--- config.mk ---
export PLATFORM = sky130hd
export DESIGN_NAME = bcd_converter_bin
export DESIGN_NICKNAME = d
export VERILOG_FILES = /design/src/rtl/bcd_converter_bin.sv
export SDC_FILE = /design/constraint.sdc
export NUM_CORES = 1
export LEC_CHECK = 0
export ABC_AREA = 1
export CELL_PAD_IN_SITES_DETAIL_PLACEMENT = 0
export CELL_PAD_IN_SITES_GLOBAL_PLACEMENT = 1
export CORE_MARGIN = 10
export CORE_UTILIZATION = 46
export DETAILED_ROUTE_END_ITERATION = 16
export DONT_BUFFER_PORTS = 1
export GPL_TIMING_DRIVEN = 0
export PLACE_DENSITY = 0.82
export SLEW_MARGIN = 30
export SYNTH_ARGS = -nofsm -noshare
export SYNTH_HDL_FRONTEND = slang
export SYNTH_SLANG_ARGS = --single-unit
--- constraint.sdc ---
create_clock -name clk -period 2.2 [get_ports clk]
set_clock_uncertainty 0.15 [all_clocks]
set_input_delay 0.22 -clock clk [delete_from_list [all_inputs] [get_ports clk]]
set_output_delay 0.22 -clock clk [all_outputs]
set_load 0.02 [all_outputs]
--- src/rtl/bcd_converter_bin.sv ---
// bcd_converter_bin: 3-digit BCD to 8-bit binary converter using reverse double-dabble.
// Ports:
//   clk   - clock, all state updates on the rising edge
//   rst   - asynchronous active-high reset
//   start - conversion request, sampled only in IDLE
//   hunds, tens, units - BCD digits, sampled together with start
//   bin   - binary result, held until the next accepted start
//   busy  - high while converting or presenting the result (SHIFT/DONE)
//   done  - one-cycle pulse marking bin/err valid
//   err   - high when the last accepted request was invalid (value > 255 or non-BCD digit)
module bcd_converter_bin (
    input  logic       clk,
    input  logic       rst,
    input  logic       start,
    input  logic [3:0] hunds,
    input  logic [3:0] tens,
    input  logic [3:0] units,
    output logic [7:0] bin,
    output logic       busy,
    output logic       done,
    output logic       err
);

    localparam int unsigned DIGITS = 3;
    localparam int unsigned DIG_W  = 4;
    localparam int unsigned BCD_W  = DIGITS * DIG_W;
    localparam int unsigned BIN_W  = 8;
    localparam int unsigned CNT_W  = 3;

    typedef enum logic [1:0] {
        IDLE  = 2'd0,
        SHIFT = 2'd1,
        DONE  = 2'd2
    } state_t;

    state_t             state_q, state_n;
    logic [BCD_W-1:0]   bcd_q, bcd_n;
    logic [BIN_W-1:0]   sr_q, sr_n;
    logic [CNT_W-1:0]   cnt_q, cnt_n;
    logic [BIN_W-1:0]   bin_n;
    logic               busy_n, done_n, err_n;

    logic               req_valid_c;
    logic [BCD_W+BIN_W-1:0] shifted_c;
    logic [BCD_W-1:0]   bcd_adj_c;

    // Request is valid only for proper BCD digits with a value of at most 255.
    always_comb begin
        req_valid_c = (hunds <= 4'd9) && (tens <= 4'd9) && (units <= 4'd9) &&
                      ((hunds < 4'd2) ||
                       ((hunds == 4'd2) && ((tens < 4'd5) ||
                                            ((tens == 4'd5) && (units <= 4'd5)))));
    end

    // One reverse double-dabble step: shift right, then correct digits >= 8 by -3.
    always_comb begin
        shifted_c = {bcd_q, sr_q} >> 1;
        bcd_adj_c = shifted_c[BCD_W+BIN_W-1:BIN_W];
        for (int i = 0; i < int'(DIGITS); i++) begin
            if (shifted_c[BIN_W + i*DIG_W +: DIG_W] >= 4'd8)
                bcd_adj_c[i*DIG_W +: DIG_W] = shifted_c[BIN_W + i*DIG_W +: DIG_W] - 4'd3;
        end
    end

    // Next-state and next-output logic.
    always_comb begin
        state_n = state_q;
        bcd_n   = bcd_q;
        sr_n    = sr_q;
        cnt_n   = cnt_q;
        bin_n   = bin;
        err_n   = err;

        unique case (state_q)
            IDLE: begin
                if (start) begin
                    if (req_valid_c) begin
                        bcd_n   = {hunds, tens, units};
                        sr_n    = '0;
                        cnt_n   = '0;
                        err_n   = 1'b0;
                        state_n = SHIFT;
                    end else begin
                        bin_n   = '0;
                        err_n   = 1'b1;
                        state_n = DONE;
                    end
                end
            end
            SHIFT: begin
                bcd_n = bcd_adj_c;
                sr_n  = shifted_c[BIN_W-1:0];
                cnt_n = cnt_q + CNT_W'(1);
                if (cnt_q == CNT_W'(BIN_W - 1)) begin
                    bin_n   = shifted_c[BIN_W-1:0];
                    state_n = DONE;
                end
            end
            DONE: begin
                state_n = IDLE;
            end
            default: begin
                state_n = IDLE;
            end
        endcase

        busy_n = (state_n != IDLE);
        done_n = (state_n == DONE);
    end

    // State and output registers.
    always_ff @(posedge clk or posedge rst) begin
        if (rst) begin
            state_q <= IDLE;
            bcd_q   <= '0;
            sr_q    <= '0;
            cnt_q   <= '0;
            bin     <= '0;
            busy    <= 1'b0;
            done    <= 1'b0;
            err     <= 1'b0;
        end else begin
            state_q <= state_n;
            bcd_q   <= bcd_n;
            sr_q    <= sr_n;
            cnt_q   <= cnt_n;
            bin     <= bin_n;
            busy    <= busy_n;
            done    <= done_n;
            err     <= err_n;
        end
    end

endmodule

# After elaboration in Yosys (flattened, before gate mapping)
# Cells that the tools add are included.
# W data, S select, Z words.
[op_classes] n_lt_le_gt_ge=9 n_mux=21 n_addsub=4 n_reduce_logical=13 eq_ne=9
[op_table] cell="$mux W8" count=5
[op_table] cell="$pmux W8 S2" count=2
[op_table] cell="$mux W12" count=2
[op_table] cell="$pmux W12 S2" count=1
[op_table] cell="$le A4 B4 Y1 const B" count=3
[op_table] cell="$mux W4" count=3
[op_table] cell="$ge A4 B4 Y1 const B" count=2
[op_table] cell="$ne A2 B2 Y1 const B" count=4
[op_table] cell="$sub A4 B2 Y4 const B" count=2
[op_table] cell="$mux W2" count=3
[op_table] cell="$mux W3" count=2
[op_table] cell="$pmux W3 S2" count=1
[op_table] cell="$logic_and A1 B1 Y1" count=5
[op_table] cell="$eq A4 B2 Y1 const B" count=1
[op_table] cell="$eq A4 B3 Y1 const B" count=1
[op_table] cell="$ge A3 B4 Y1 const B" count=1
[op_table] cell="$le A4 B3 Y1 const B" count=1
[op_table] cell="$lt A4 B2 Y1 const B" count=1
[op_table] cell="$lt A4 B3 Y1 const B" count=1
[op_table] cell="$pmux W2 S2" count=1
[op_table] cell="$reduce_and A4 Y1" count=1
[op_table] cell="$reduce_bool A2 Y1" count=2
[op_table] cell="$sub A3 B2 Y4 const B" count=1
[op_table] cell="$add A3 B1 Y3 const B" count=1
[op_table] cell="other kinds (8)" count=9
[word_totals] register_bits=36 in_bits=15

# Longest topological paths before layout
[depth] ltp_word=10 mapped_depth=10

# Worst setup path after synthesis
# Ideal clock, no wire load.
[synth_path] path_kind="reg2reg" start="register cnt_q[0]" end="register busy" stages_incl_launch_ff=9 setup_time_ns=0.132 path_slack_ns=0.590 t_arrival_ns=1.328 cell_sequence="dfrtp_1 > ha_1 > ha_1 > buf_1 > inv_1 > nor2_1 > inv_1 > buf_2 > nand4_1"
[synth_via] elab_chain_len=4
[synth_rtl] item="from (decl)" line_no="39" rtl="logic [CNT_W-1:0] cnt_q, cnt_n;"
[synth_rtl] item="from (signal assigned)" line_no="126" rtl="cnt_q <= cnt_n;"
[synth_rtl] item="$eq A3 B3 Y1" line_no="94" rtl="if (cnt_q == CNT_W'(BIN_W - 1)) begin"
[synth_rtl] item="$mux W2" line_no="94"
[synth_rtl] item="$pmux W2 S2" line_no="74" rtl="unique case (state_q)"
[synth_rtl] item="$reduce_bool A2 Y1" line_no="107" rtl="busy_n = (state_n != IDLE);"
[synth_rtl] item="via busy_n" line_no="41" rtl="logic busy_n, done_n, err_n;"
[synth_rtl] item="to (signal assigned)" line_no="128" rtl="busy <= busy_n;"
[synth_rtl] item="to (decl)" line_no="19" rtl="output logic busy,"
# The timed path passes the listed nets, and every way through them passes these cells.
# A chain may end at the register's enable or synchronous reset.

# Final worst setup path
[layout_path] start="register cnt_q[0]" end="register bin[5]"
[layout_via] elab_chain_len=3
[layout_rtl] item="$eq A3 B3 Y1" line_no="94"
[layout_rtl] item="$ne A2 B2 Y1 (no line)"
[layout_rtl] item="$reduce_and A4 Y1 (no line)"
[layout_rtl] item="to (signal assigned)" line_no="127" rtl="bin <= bin_n;"
[layout_rtl] item="to (decl)" line_no="18" rtl="output logic [7:0] bin,"
# No other way between the ends.

==> summary.txt <==
Remaining Overflow, GRT: 0
Initial DRC count: 85
RSZ-0062 raised after global routing: no
Initial antenna violation count: 0
Yosys reg bits: 35
Worst-margin pin slew: 0.735 ns
DR pass1 iterations: 4
Critical Setup Path Class: reg2reg
Die span in y: 83.3 um
Hold Path Origin: units[0]
Seq/Total Area, Yosys: 47.5%
I/O pin cnt: 26
Met1 Use GR: 16.8%
Port bufs: 0
Drt wl/cell: 14.1 um
Antenna diode count: 0
Die ar.: 6940 um2
Synth Area per Inst: 8.12 um2
Cell variety after synth: 28
CTS clk-pin slew, worst paths: 0.08 ns
Peak Freq: 553 MHz
CP Launch Point: cnt_q[0]$_DFFE_PP0P_
Htree depth: 2
Total GRT Usage: 11.9%
DP Area: 1900 um2
Antenna viol nets, final: 0
Max-slew headroom: 50.9%
Die Width: 83.3 um
Area delta synth->final: 10.3%
Cell area after layout: 2030 um2
Hold-fix buffers, CTS: 4
Max clock buf depth: 2
Synth top area share: 47.5%
Routing usage on met3: 3.81%
RR Startpoint: cnt_q[0]$_DFFE_PP0P_
Worst reg-to-reg setup slack: 0.39 ns
Pwr Density: 968 nW/um2
Post-CTS setup buffer count: 0
Crit path max fanout: 10
First-pass GRT wire length: 6930 um
Slew Viols, Final: 0
Grt met2 use: 16.6%
Syn Nets: 248
Fin nets: 259
Clock Latency Late Sink: 0.28 ns
Routed vias/inst: 5.08
Critical Path Start Type: flip-flop
Sink Count: 35
DRC viols: 0
Number of global-route vias before repair: 1,360
Row Count: 22
CTS Buf Count: 5
Final min period: 1.81 ns
Final Hold Vio Count: 0
Largest net degree at the start of global routing: 36
DR vias: 1,458
Yosys warns: 0
Hold Crit Class: in2reg
Final Setup Violations: 0
Core ar.: 3770 um2
Gate Count Post-Synth: 227
VDD IR max: 430 uV
Root Buffer Master: clkbuf_8
Cell taking the most area after synthesis: dfrtp_1
Final period util: 82.2%
Final wirelength: 4050 um
Outcome: finished, final reports clean
CTS tree: yes
Max-Cap Viols: 0
Effective utilization at floorplan: 48.9%
LEAKAGE: 0.00106 uW
Worst Path Required: 2.23 ns
Critical Path AT: 1.83 ns
DPL Wire Length: 2860 um
Post-CTS Resized: 0
Share of layout cells above drive strength 1: 11.7%
Cell Area, Synth: 1840 um2
Busiest layer in global routing: met1
Synth area leaders: dfrtp_1, nand2_1, nand3_1
Gpl congestion: 0.736
Setup TNS after final layout: 0 ns
CP endpoint kind: flip-flop
==> cell type report <==
cell class	instances	area [um2]
plain buffers	14	91.3
multi-input cells	158	801
clock buffers	5	68.8
inverters	20	75.1
repair buffers	4	40.0
fillers	373	1740
well taps	48	60.1
flip-flops and latches	35	876
clock inverters	3	20.0
==> state kept, by name (all words and copies together) (netlist names) <==
| name | cells |
|---|---|
| bcd_q | 12 |
| bin | 8 |
| sr_q | 7 |
| cnt_q | 3 |
| state_q | 2 |
| busy | 1 |
| done | 1 |
| err | 1 |
==> stage by stage <==
step	setup slack, ns	hold slack (ns)	std cells	util [%]	power (uW)
2_1_floorplan	0.590	0.224	227	-	1380
3_3_place_gp	0.431	0.280	275	50.5	1490
3_5_place_dp	0.389	0.126	275	50.5	1510
4_1_cts	0.388	0.00362	287	53.9	1980
5_1_grt	0.225	0.0227	287	53.9	2150
6_report	0.392	0.00589	287	53.9	1970
==> power by group <==
group	total (uW)	switching (uW)	internal [uW]	leakage, uW
sequential	1010	171	841	0.000445
clock	462	242	220	0.0000402
combinational	493	291	202	0.000570
total	1970	705	1260	0.00106
==> synthesized netlist by cell type <==
cell type,n
a21oi_1,7
a21oi_2,1
buf_1,1
buf_2,4
buf_4,1
buf_6,4
clkbuf_1,4
dfrtp_1,35
ha_1,6
inv_1,18
inv_2,2
nand2_1,73
nand2_2,3
nand3_1,32
nand4_1,10
nand4_4,1
nor2_1,6
nor2_2,1
nor2_4,2
nor3_1,1
o21a_1,1
o21ai_0,6
o21ai_1,3
o21bai_1,1
o22ai_1,1
o31ai_1,1
or2_1,1
xnor2_1,1
==> per-layer routing <==
metal  routed length (um)  share of wire [%]
met4                   32               0.79
met2                 1770                 44
met3                  286                7.1
met1                 1960                 48
met5                    0                  0
==> kinds of logic (layout without fill, tap and decap cells) <==
group                      after synthesis  count (layout)  share of synthesized area [%]
buffers and inverters                   34              46                           9.03
and+or+nand+nor                        130             130                           32.5
AOI/OAI and AO/OA                       21              21                           6.38
DFF                                     35              35                           47.5
xor gates and xnor gates                 1               1                          0.475
adders and majority gates                6               6                           4.07
==> worst max-delay path, stage by stage, from the launching register on <==
cell and delay, ns:
dfrtp_1 0.38, ha_1 0.16, ha_1 0.14, buf_1 0.30, inv_1 0.10, nor2_1 0.11, inv_1 0.05, buf_2 0.17
nand3_1 0.09, nand2_1 0.05
==> final timing paths <==
kind / endpoint / cells past startpoint
worst max-delay path: bin[5]$_DFFE_PP0P_ / 9
worst min-delay path: bcd_q[0]$_DFFE_PP0P_ / 4
worst max register to register: bin[5]$_DFFE_PP0P_ / 9
worst min register to register: bcd_q[10]$_DFFE_PP0P_ / 2
max in group asynchronous: sr_q[5]$_DFFE_PP0P_ / 2
min in group asynchronous: bcd_q[11]$_DFFE_PP0P_ / 2
==> placed cells by master (no fill, tap or decap), drive strengths merged <==
cell type	n
nor2	9
a21oi	8
nand3	32
xnor2	1
nand4	11
o21ai	9
clkbuf	9
o21bai	1
ha	6
inv	20
dlygate4sd3	4
buf	10
clkinvlp	2
o31ai	1
o22ai	1
or2	1
nor3	1
nand2	76
o21a	1
dfrtp	35
clkinv	1
No activity file was read; power rests on OpenSTA's default activity.
